==> src/rtl/uart_rx_core.sv <==
// UART receiver: 1 start bit, PAYLOAD_BITS data bits LSB first, 1 stop bit, with BREAK detection.
// Define UART_RX_FRAME_ERR_EN to add the uart_rx_ferr framing-error strobe output.
module uart_rx_core #(
    parameter int unsigned BIT_RATE     = 9600,
    parameter int unsigned CLK_HZ       = 27000000,
    parameter int unsigned PAYLOAD_BITS = 8
) (
    input  logic                    clk,
    input  logic                    resetn,
    input  logic                    uart_rxd,
    input  logic                    uart_rx_en,
    output logic                    uart_rx_break,
    output logic                    uart_rx_valid,
    output logic [PAYLOAD_BITS-1:0] uart_rx_data
`ifdef UART_RX_FRAME_ERR_EN
    ,
    output logic                    uart_rx_ferr
`endif
);

    localparam int unsigned CYCLES_PER_BIT = CLK_HZ / BIT_RATE;
    localparam int unsigned HALF_BIT       = CYCLES_PER_BIT / 2;
    localparam int unsigned CW             = $clog2(CYCLES_PER_BIT + 1);
    localparam int unsigned BW             = $clog2(PAYLOAD_BITS + 1);
    localparam logic [CW-1:0] BIT_LAST     = CW'(CYCLES_PER_BIT - 1);
    localparam logic [CW-1:0] HALF_LAST    = CW'(HALF_BIT - 1);
    localparam logic [BW-1:0] BITS_LAST    = BW'(PAYLOAD_BITS - 1);

    typedef enum logic [2:0] {
        IDLE,
        START,
        DATA,
        STOP,
        GUARD
    } state_t;

    state_t                  state, state_nxt;
    logic [1:0]              sync;
    logic                    rxs;
    logic [CW-1:0]           cyc, cyc_nxt;
    logic [BW-1:0]           bits, bits_nxt;
    logic [PAYLOAD_BITS-1:0] sr, sr_nxt;
    logic [PAYLOAD_BITS-1:0] data_nxt;
    logic                    valid_nxt;
    logic                    break_nxt;
`ifdef UART_RX_FRAME_ERR_EN
    logic                    ferr_nxt;
`endif

    assign rxs = sync[1];

    always_ff @(posedge clk or negedge resetn) begin
        if (!resetn) begin
            sync          <= 2'b11;
            state         <= IDLE;
            cyc           <= '0;
            bits          <= '0;
            sr            <= '0;
            uart_rx_data  <= '0;
            uart_rx_valid <= 1'b0;
            uart_rx_break <= 1'b0;
`ifdef UART_RX_FRAME_ERR_EN
            uart_rx_ferr  <= 1'b0;
`endif
        end else begin
            sync          <= {sync[0], uart_rxd};
            state         <= state_nxt;
            cyc           <= cyc_nxt;
            bits          <= bits_nxt;
            sr            <= sr_nxt;
            uart_rx_data  <= data_nxt;
            uart_rx_valid <= valid_nxt;
            uart_rx_break <= break_nxt;
`ifdef UART_RX_FRAME_ERR_EN
            uart_rx_ferr  <= ferr_nxt;
`endif
        end
    end

    always_comb begin
        state_nxt = state;
        cyc_nxt   = cyc;
        bits_nxt  = bits;
        sr_nxt    = sr;
        data_nxt  = uart_rx_data;
        valid_nxt = 1'b0;
        break_nxt = 1'b0;
`ifdef UART_RX_FRAME_ERR_EN
        ferr_nxt  = 1'b0;
`endif
        case (state)
            IDLE: begin
                cyc_nxt = '0;
                if (uart_rx_en && !rxs) begin
                    state_nxt = START;
                    bits_nxt  = '0;
                end
            end
            START: begin
                if (cyc == HALF_LAST) begin
                    cyc_nxt   = '0;
                    state_nxt = rxs ? IDLE : DATA;
                end else begin
                    cyc_nxt = cyc + CW'(1);
                end
            end
            DATA: begin
                if (cyc == BIT_LAST) begin
                    cyc_nxt = '0;
                    // Shift right and insert at MSB so the first bit ends up in bit 0.
                    sr_nxt = sr >> 1;
                    sr_nxt[PAYLOAD_BITS-1] = rxs;
                    if (bits == BITS_LAST) begin
                        state_nxt = STOP;
                    end else begin
                        bits_nxt = bits + BW'(1);
                    end
                end else begin
                    cyc_nxt = cyc + CW'(1);
                end
            end
            STOP: begin
                if (cyc == BIT_LAST) begin
                    cyc_nxt = '0;
                    if (rxs) begin
                        data_nxt  = sr;
                        valid_nxt = 1'b1;
                        state_nxt = IDLE;
                    end else if (sr == '0) begin
                        break_nxt = 1'b1;
                        state_nxt = GUARD;
                    end else begin
                        state_nxt = IDLE;
                    end
`ifdef UART_RX_FRAME_ERR_EN
                    ferr_nxt = !rxs;
`endif
                end else begin
                    cyc_nxt = cyc + CW'(1);
                end
            end
            GUARD: begin
                // Hold off until the line idles again so a long BREAK yields one pulse.
                cyc_nxt = '0;
                if (rxs) state_nxt = IDLE;
            end
            default: state_nxt = IDLE;
        endcase

        if (!uart_rx_en) begin
            state_nxt = IDLE;
            cyc_nxt   = '0;
            valid_nxt = 1'b0;
            break_nxt = 1'b0;
            data_nxt  = uart_rx_data;
`ifdef UART_RX_FRAME_ERR_EN
            ferr_nxt  = 1'b0;
`endif
        end
    end

endmodule

==> config.mk <==
export PLATFORM = sky130hd
export DESIGN_NAME = uart_rx_core
export DESIGN_NICKNAME = d
export VERILOG_FILES = /design/src/rtl/uart_rx_core.sv
export SDC_FILE = /design/constraint.sdc
export NUM_CORES = 1
export LEC_CHECK = 0
export ABC_AREA = 1
export CAP_MARGIN = 20
export CORE_UTILIZATION = 30
export CTS_BUF_LIST = sky130_fd_sc_hd__clkbuf_8
export DETAILED_ROUTE_END_ITERATION = 16
export PLACE_DENSITY = 0.47
export SETUP_SLACK_MARGIN = 0.1
export SLEW_MARGIN = 25
export SYNTH_ARGS = -nofsm -noshare
export SYNTH_HDL_FRONTEND = slang
export SYNTH_SLANG_ARGS = --single-unit
export TNS_END_PERCENT = 1
==> constraint.sdc <==
create_clock -name clk -period 1.81 [get_ports clk]
set_input_delay 0.181 -clock clk [delete_from_list [all_inputs] [get_ports clk]]
set_output_delay 0.181 -clock clk [all_outputs]
set_load 0.05 [all_outputs]
==> flow_summary.ini, run 1 <==
[yosys]
synth_ff_type = dfrtp_1
async_reset_ff_frac = 1.00
yosys_warnings = 0
synth_edf_count = 0
muxShareOfSynthArea = 0
synth.area.top_cells = dfrtp_1 43%, nand2_1 13%, inv_1 5.8%
ys_types = 33
synth.most_common_cell = nand2_1
syn_area_um2 = 2130
syn_avg_cell_area_um2 = 7.92
netlist.top_cell.by_area = dfrtp_1
yosysSeqAreaShare = 0.459
synth_top_family_by_area = simple AND/OR/NAND/NOR gates
syn_inst = 269
synth_commonest_cells = 73 x nand2_1, 37 x dfrtp_1, 33 x inv_1
synth_xor_xnor_area_share = 0.0206
synth_top_area_share = 0.435
synthAdderAreaFrac = 0.0176
synth_compound_area_frac = 0.0958
synthSimpleGateAreaFrac = 0.320
ys_ff_latch = 39
syn_nets = 276

[placement]
place.gp.congestion = 0.854
io_buffers = 13
hpwl_um = 3430

[sta]
tightest_slew_ns = 0.517
slew_headroom = 0.655
finalSetupViolCount = 0
rsz0062_at_grt = yes
finalCritPeriodShare = 0.910
fmax_ghz = 0.607
fin_crit_ns = 1.65
tns_ns = 0
skew_ns = 0.0131
slew_violations = 0
final-hold-violation-count = 0

[power]
power_density_nw_per_um2 = 922
power_frac_comb = 0.283
p_int_w = 0.00157
pwr-share-clk = 0.310
seq_power_share = 0.407
ir_drop_mv = 0.369
swShare = 0.345
netSwitchingPower_w = 0.000828
p_leak_nw = 1.16
finalPower_w = 0.00240

[clock_network]
clock-root-buffer = clkbuf_8
clockBufferDepth = 2
cts_tree = built
cts.clk_slew.worst_paths_ns = 0.08
htree_levels = 2
cts_buffers = 5
clkLatencyLatePin_ns = 0.30
cts.sinks = 39

[outcome]
status = complete, no violations

[route]
drt_iter0_drc = 84
avgRoutedWirePerCell_um = 12.1
first_pass_iters = 4
ant_nets = 0
detail_route.vias_per_cell = 4.56
vias = 1806
drt_wl_total_um = 4810
drc = 0

[critical_path]
r2r-start = cyc[1]
crit_start = cyc[1]
worstPathCellList = ha_2, inv_1, nor3_4, nand3_2, or3_4, buf_12, nand2_1, o21ai_2
startpoint_type = flop
path_class = reg -> reg
cp_slowest_cell = dfrtp_1
path_max_fanout = 16
end_kind = flop
arrival_ns = 1.83
crit_required_ns = 1.99
slowest_delay_ns = 0.38

[die]
io_pins = 14
die-area_um2 = 7440
die_x_um = 86.3
core-area_um2 = 6830
die_h_um = 86.3
row_count = 30
initial_core_util = 0.312

[global_route]
globalRouteTotalUtil = 0.143
grt_first_pass_wirelength_um = 8230
grt_max_degree = 40
grt_pass1_vias = 1731
overflow = 0
antenna_found_initial = 0

[run]
max_cap_violations = 0

[finish]
diodes = 0
final_net_count = 306
area_delta_synth_final_pct = 22.3
drive_gt1_frac = 0.177

[min_path]
hold_path.class = in -> reg
hold_start = uart_rxd
[area by class of cell]
class | count | area [um2]
flip-flops and latches | 39 | 978
clock buffers | 5 | 68.8
well taps | 96 | 120
clock inverters | 3 | 43.8
fillers | 737 | 4230
inverters | 36 | 135
multi-input cells | 189 | 992
repair buffers | 28 | 265
[power by group through the flow]
stage | Clock (W) | Sequential (W) | Combinational, W
after floorplan | 0 | 0.000979 | 0.000439
after global placement | 0 | 0.000997 | 0.000608
after detailed placement | 0 | 0.000999 | 0.000602
after CTS | 0.000772 | 0.000973 | 0.000630
after global routing | 0.000813 | 0.000986 | 0.000763
final | 0.000745 | 0.000977 | 0.000679
[per-stage QoR]
stage,hold slack (ns),instance area [um2],setup WS (ns),util,std cells
after detailed placement,0.283,2420,0.0617,0.354,384
after global placement,0.281,2420,0.0614,0.354,384
after global routing,0.279,2600,0.0607,0.381,396
final,0.283,2600,0.162,0.381,396
after floorplan,-0.115,2130,0.108,-,269
after CTS,0.271,2550,0.0768,0.373,394
[worst max-delay path, delay by kind of cell (launching register included)]
family	cells	cell delay, ns
buf+inv	2	0.24
simple gates	4	0.65
fa+ha+maj	1	0.21
compound gates	1	0.05
flops	1	0.38
[registers in the layout, summed over array words and instances (netlist names)]
name and count:
uart_rx_data 8, state 3, cyc 12, sr 8, sync 2, uart_rx_break 1, uart_rx_valid 1, bits 4
[cells in the final DEF, fill, tap and decap left out, types with 6 or more instances in the layout]
cell type and instances:
inv_1 32, a21oi_1 6, dfrtp_1 37, o21ai_0 12, nor2_1 23, nand2_2 6, buf_4 12, clkdlybuf4s50_1 12
nand2_1 71, nand3_1 23, nor3_1 10, o21ai_2 7
[logic make-up (layout without fill, tap and decap cells)]
logic type,Yosys count,in the layout
simple gates,148,148
fa+ha+maj,3,3
buf+inv,41,72
compound gates,33,33
xor+xnor,5,5
flops,39,39
[timing repair]
action | in CTS | in global routing
endpoints found under the setup margin | 11 | 31
hold endpoints to repair | 37 | 0
setup buffers | 1 | 2
pin swaps | 1 | 1
resized for setup | 0 | 9
hold buffers | 1 | 0
gates cloned | 0 | 0
[metal layers]
metal  vias to the layer above  GRT usage  share of wire
met5                         -          0              0
met4                         0     0.0515          0.017
met3                         8     0.0352          0.049
met2                        47      0.213           0.42
met1                       825      0.202           0.51
li1                        926          -              -
[path summary, 6_finish.rpt]
| check | endpoint | slack [ns] | cells past startpoint |
|---|---|---|---|
| min in group asynchronous | cyc[3] | 0.46 | 3 |
| max in group asynchronous | sync[1] | 0.96 | 3 |
| worst min-delay path | sync[0] | 0.28 | 1 |
| worst min register to register | sync[1] | 0.36 | 0 |
| worst max register to register | uart_rx_data[2] | 0.16 | 8 |
| worst max-delay path | uart_rx_data[2] | 0.16 | 8 |
(Power assumes the default switching activity.)
==> inputs of run 2 (changes only) <==
--- a/config.mk
+++ b/config.mk
@@ -6,6 +6,7 @@
 export NUM_CORES = 1
 export LEC_CHECK = 0
 export ABC_AREA = 1
+export ABC_CLOCK_PERIOD_IN_PS = 1810
 export CAP_MARGIN = 20
 export CORE_UTILIZATION = 30
 export CTS_BUF_LIST = sky130_fd_sc_hd__clkbuf_8
==> results of run 2 <==
No change in the layout: final DEF, timing and power equal those of run 1.
==> inputs of run 3 (changes only) <==
--- a/config.mk
+++ b/config.mk
@@ -9,7 +9,7 @@
 export ABC_CLOCK_PERIOD_IN_PS = 1810
 export CAP_MARGIN = 20
 export CORE_UTILIZATION = 30
-export CTS_BUF_LIST = sky130_fd_sc_hd__clkbuf_8
+export CTS_BUF_LIST = sky130_fd_sc_hd__clkbuf_4
 export DETAILED_ROUTE_END_ITERATION = 16
 export PLACE_DENSITY = 0.47
 export SETUP_SLACK_MARGIN = 0.1
==> run 3 against run 2 <==
Net effect:
- global-route usage grew 0.082 points
- sequential cell count stayed put
- power is 6.7% lower
- first-iteration DRC count fell by 7.1%
- design area fell by 1.8%
- sequential power is essentially flat
- core utilization shrank 0.68 points
- clock skew grew 0.0033 ns
- clock power decreased by 18%
- largest cell class unchanged
==> flow_summary.ini, run 3 (synthesis gave the netlist of run 1 again) <==
[outcome]
status = complete, no violations

[sta]
finalSetupViolCount = 0
final-hold-violation-count = 0
fmax_ghz = 0.581
fin_crit_ns = 1.72
fin_ws_ns = 0.0881
tightest_slew_ns = 0.525
slew_violations = 0
tns_ns = 0
slew_headroom = 0.650
skew_ns = 0.0164
rsz0062_at_grt = yes
finalCritPeriodShare = 0.951

[critical_path]
cp_slowest_cell = clkdlybuf4s50_1
worstPathCellList = clkdlybuf4s50_1
path_max_fanout = 2
slowest_delay_ns = 0.80
end_kind = primary output
startpoint_type = flop
critical-path-top-delay-family = buffers and inverters
arrival_ns = 1.54
crit_required_ns = 1.63
path_class = reg -> out
path_buf_inv = 1

[finish]
drive_gt1_frac = 0.169
diodes = 0
final_net_count = 307
largestRegisters = cyc: 12 flops, sr: 8 flops, uart_rx_data: 8 flops
layout_commonest_cell = nand2_1
regMostFlops = cyc
largest_reg_flops = 12
final_cell_mix = 71 x nand2_1, 37 x dfrtp_1, 33 x inv_1
area_delta_synth_final_pct = 20.1

[die]
initial_core_util = 0.312
io_pins = 14
core-area_um2 = 6830
die_x_um = 86.3
row_count = 30
die-area_um2 = 7440
die_h_um = 86.3

[clock_network]
cts.clk_slew.worst_paths_ns = 0.13
cts.sinks = 39
htree_levels = 2
cts_tree = built
cts_buffers = 5
clockBufferDepth = 2
clock-root-buffer = clkbuf_4
clkLatencyLatePin_ns = 0.35

[placement]
place_ws_ns = 0.0617
io_buffers = 13
place.gp.congestion = 0.854
hpwl_um = 3430

[route]
drt_wl_total_um = 4720
drc = 0
vias = 1775
drt_iter0_drc = 78
avgRoutedWirePerCell_um = 11.9
first_pass_iters = 4
ant_nets = 0
detail_route.vias_per_cell = 4.47

[global_route]
grt_first_pass_wirelength_um = 8290
overflow = 0
antenna_found_initial = 0
grt_max_degree = 40
grt_pass1_vias = 1753
globalRouteTotalUtil = 0.144

[power]
pwr-share-clk = 0.272
p_leak_nw = 1.17
swShare = 0.358
p_int_w = 0.00144
ir_drop_mv = 0.315
netSwitchingPower_w = 0.000802
power_frac_comb = 0.293
seq_power_share = 0.436
power_density_nw_per_um2 = 876

[run]
max_cap_violations = 0

[min_path]
hold_path.class = in -> reg
==> run 3: path summary, 6_finish.rpt <==
check	endpoint	cells after the start	from	slack (ns)
worst max-delay path	uart_rx_data[5]	1	uart_rx_data[5]	0.09
worst min-delay path	sync[0]	1	uart_rxd	0.22
worst max register to register	uart_rx_data[2]	8	cyc[1]	0.12
worst min register to register	sync[1]	0	sync[0]	0.37
max in group asynchronous	sync[0]	3	resetn	1.02
min in group asynchronous	cyc[3]	3	resetn	0.40
==> run 3: layer usage <==
layer	vias up	track usage	part of all wire
li1	929	-	-
met1	809	0.201	0.52
met2	31	0.219	0.43
met3	6	0.0381	0.036
met4	0	0.0455	0.013
met5	-	0	0
==> run 3: area by class of cell <==
type                            count  area, um2
Timing Repair Buffer               29        263
Multi-Input combinational cell    189        980
Clock buffer                        5       37.5
Clock inverter                      3       43.8
Tap cell                           96        120
Sequential cell                    39        978
Inverter                           36        135
Fill cell                         744       4270
==> run 3: metrics by stage <==
step                std cells  hold slack [ns]   util  cell area (um2)  power (W)
floorplan                 269           -0.115      -             2130    0.00142
global placement          384            0.281  0.354             2420    0.00160
detailed placement        384            0.283  0.354             2420    0.00160
CTS                       397            0.198  0.372             2540    0.00224
global route              397            0.186  0.374             2560    0.00241
finish                    397            0.216  0.374             2560    0.00224
==> run 3: power by group through the flow <==
stage	clock (W)	sequential [W]	combinational (W)
6_report	0.000608	0.000976	0.000655
5_1_grt	0.000683	0.000985	0.000743
4_1_cts	0.000636	0.000974	0.000630
3_5_place_dp	0	0.000999	0.000602
3_3_place_gp	0	0.000997	0.000608
2_1_floorplan	0	0.000979	0.000439
==> run 3: timing repair <==
item	4_1_cts	5_1_grt
pin swaps	1	0
gates resized for setup	0	6
hold buffers	1	0
setup buffers	4	0
endpoints found under the setup margin	23	40
hold endpoints to repair	37	0
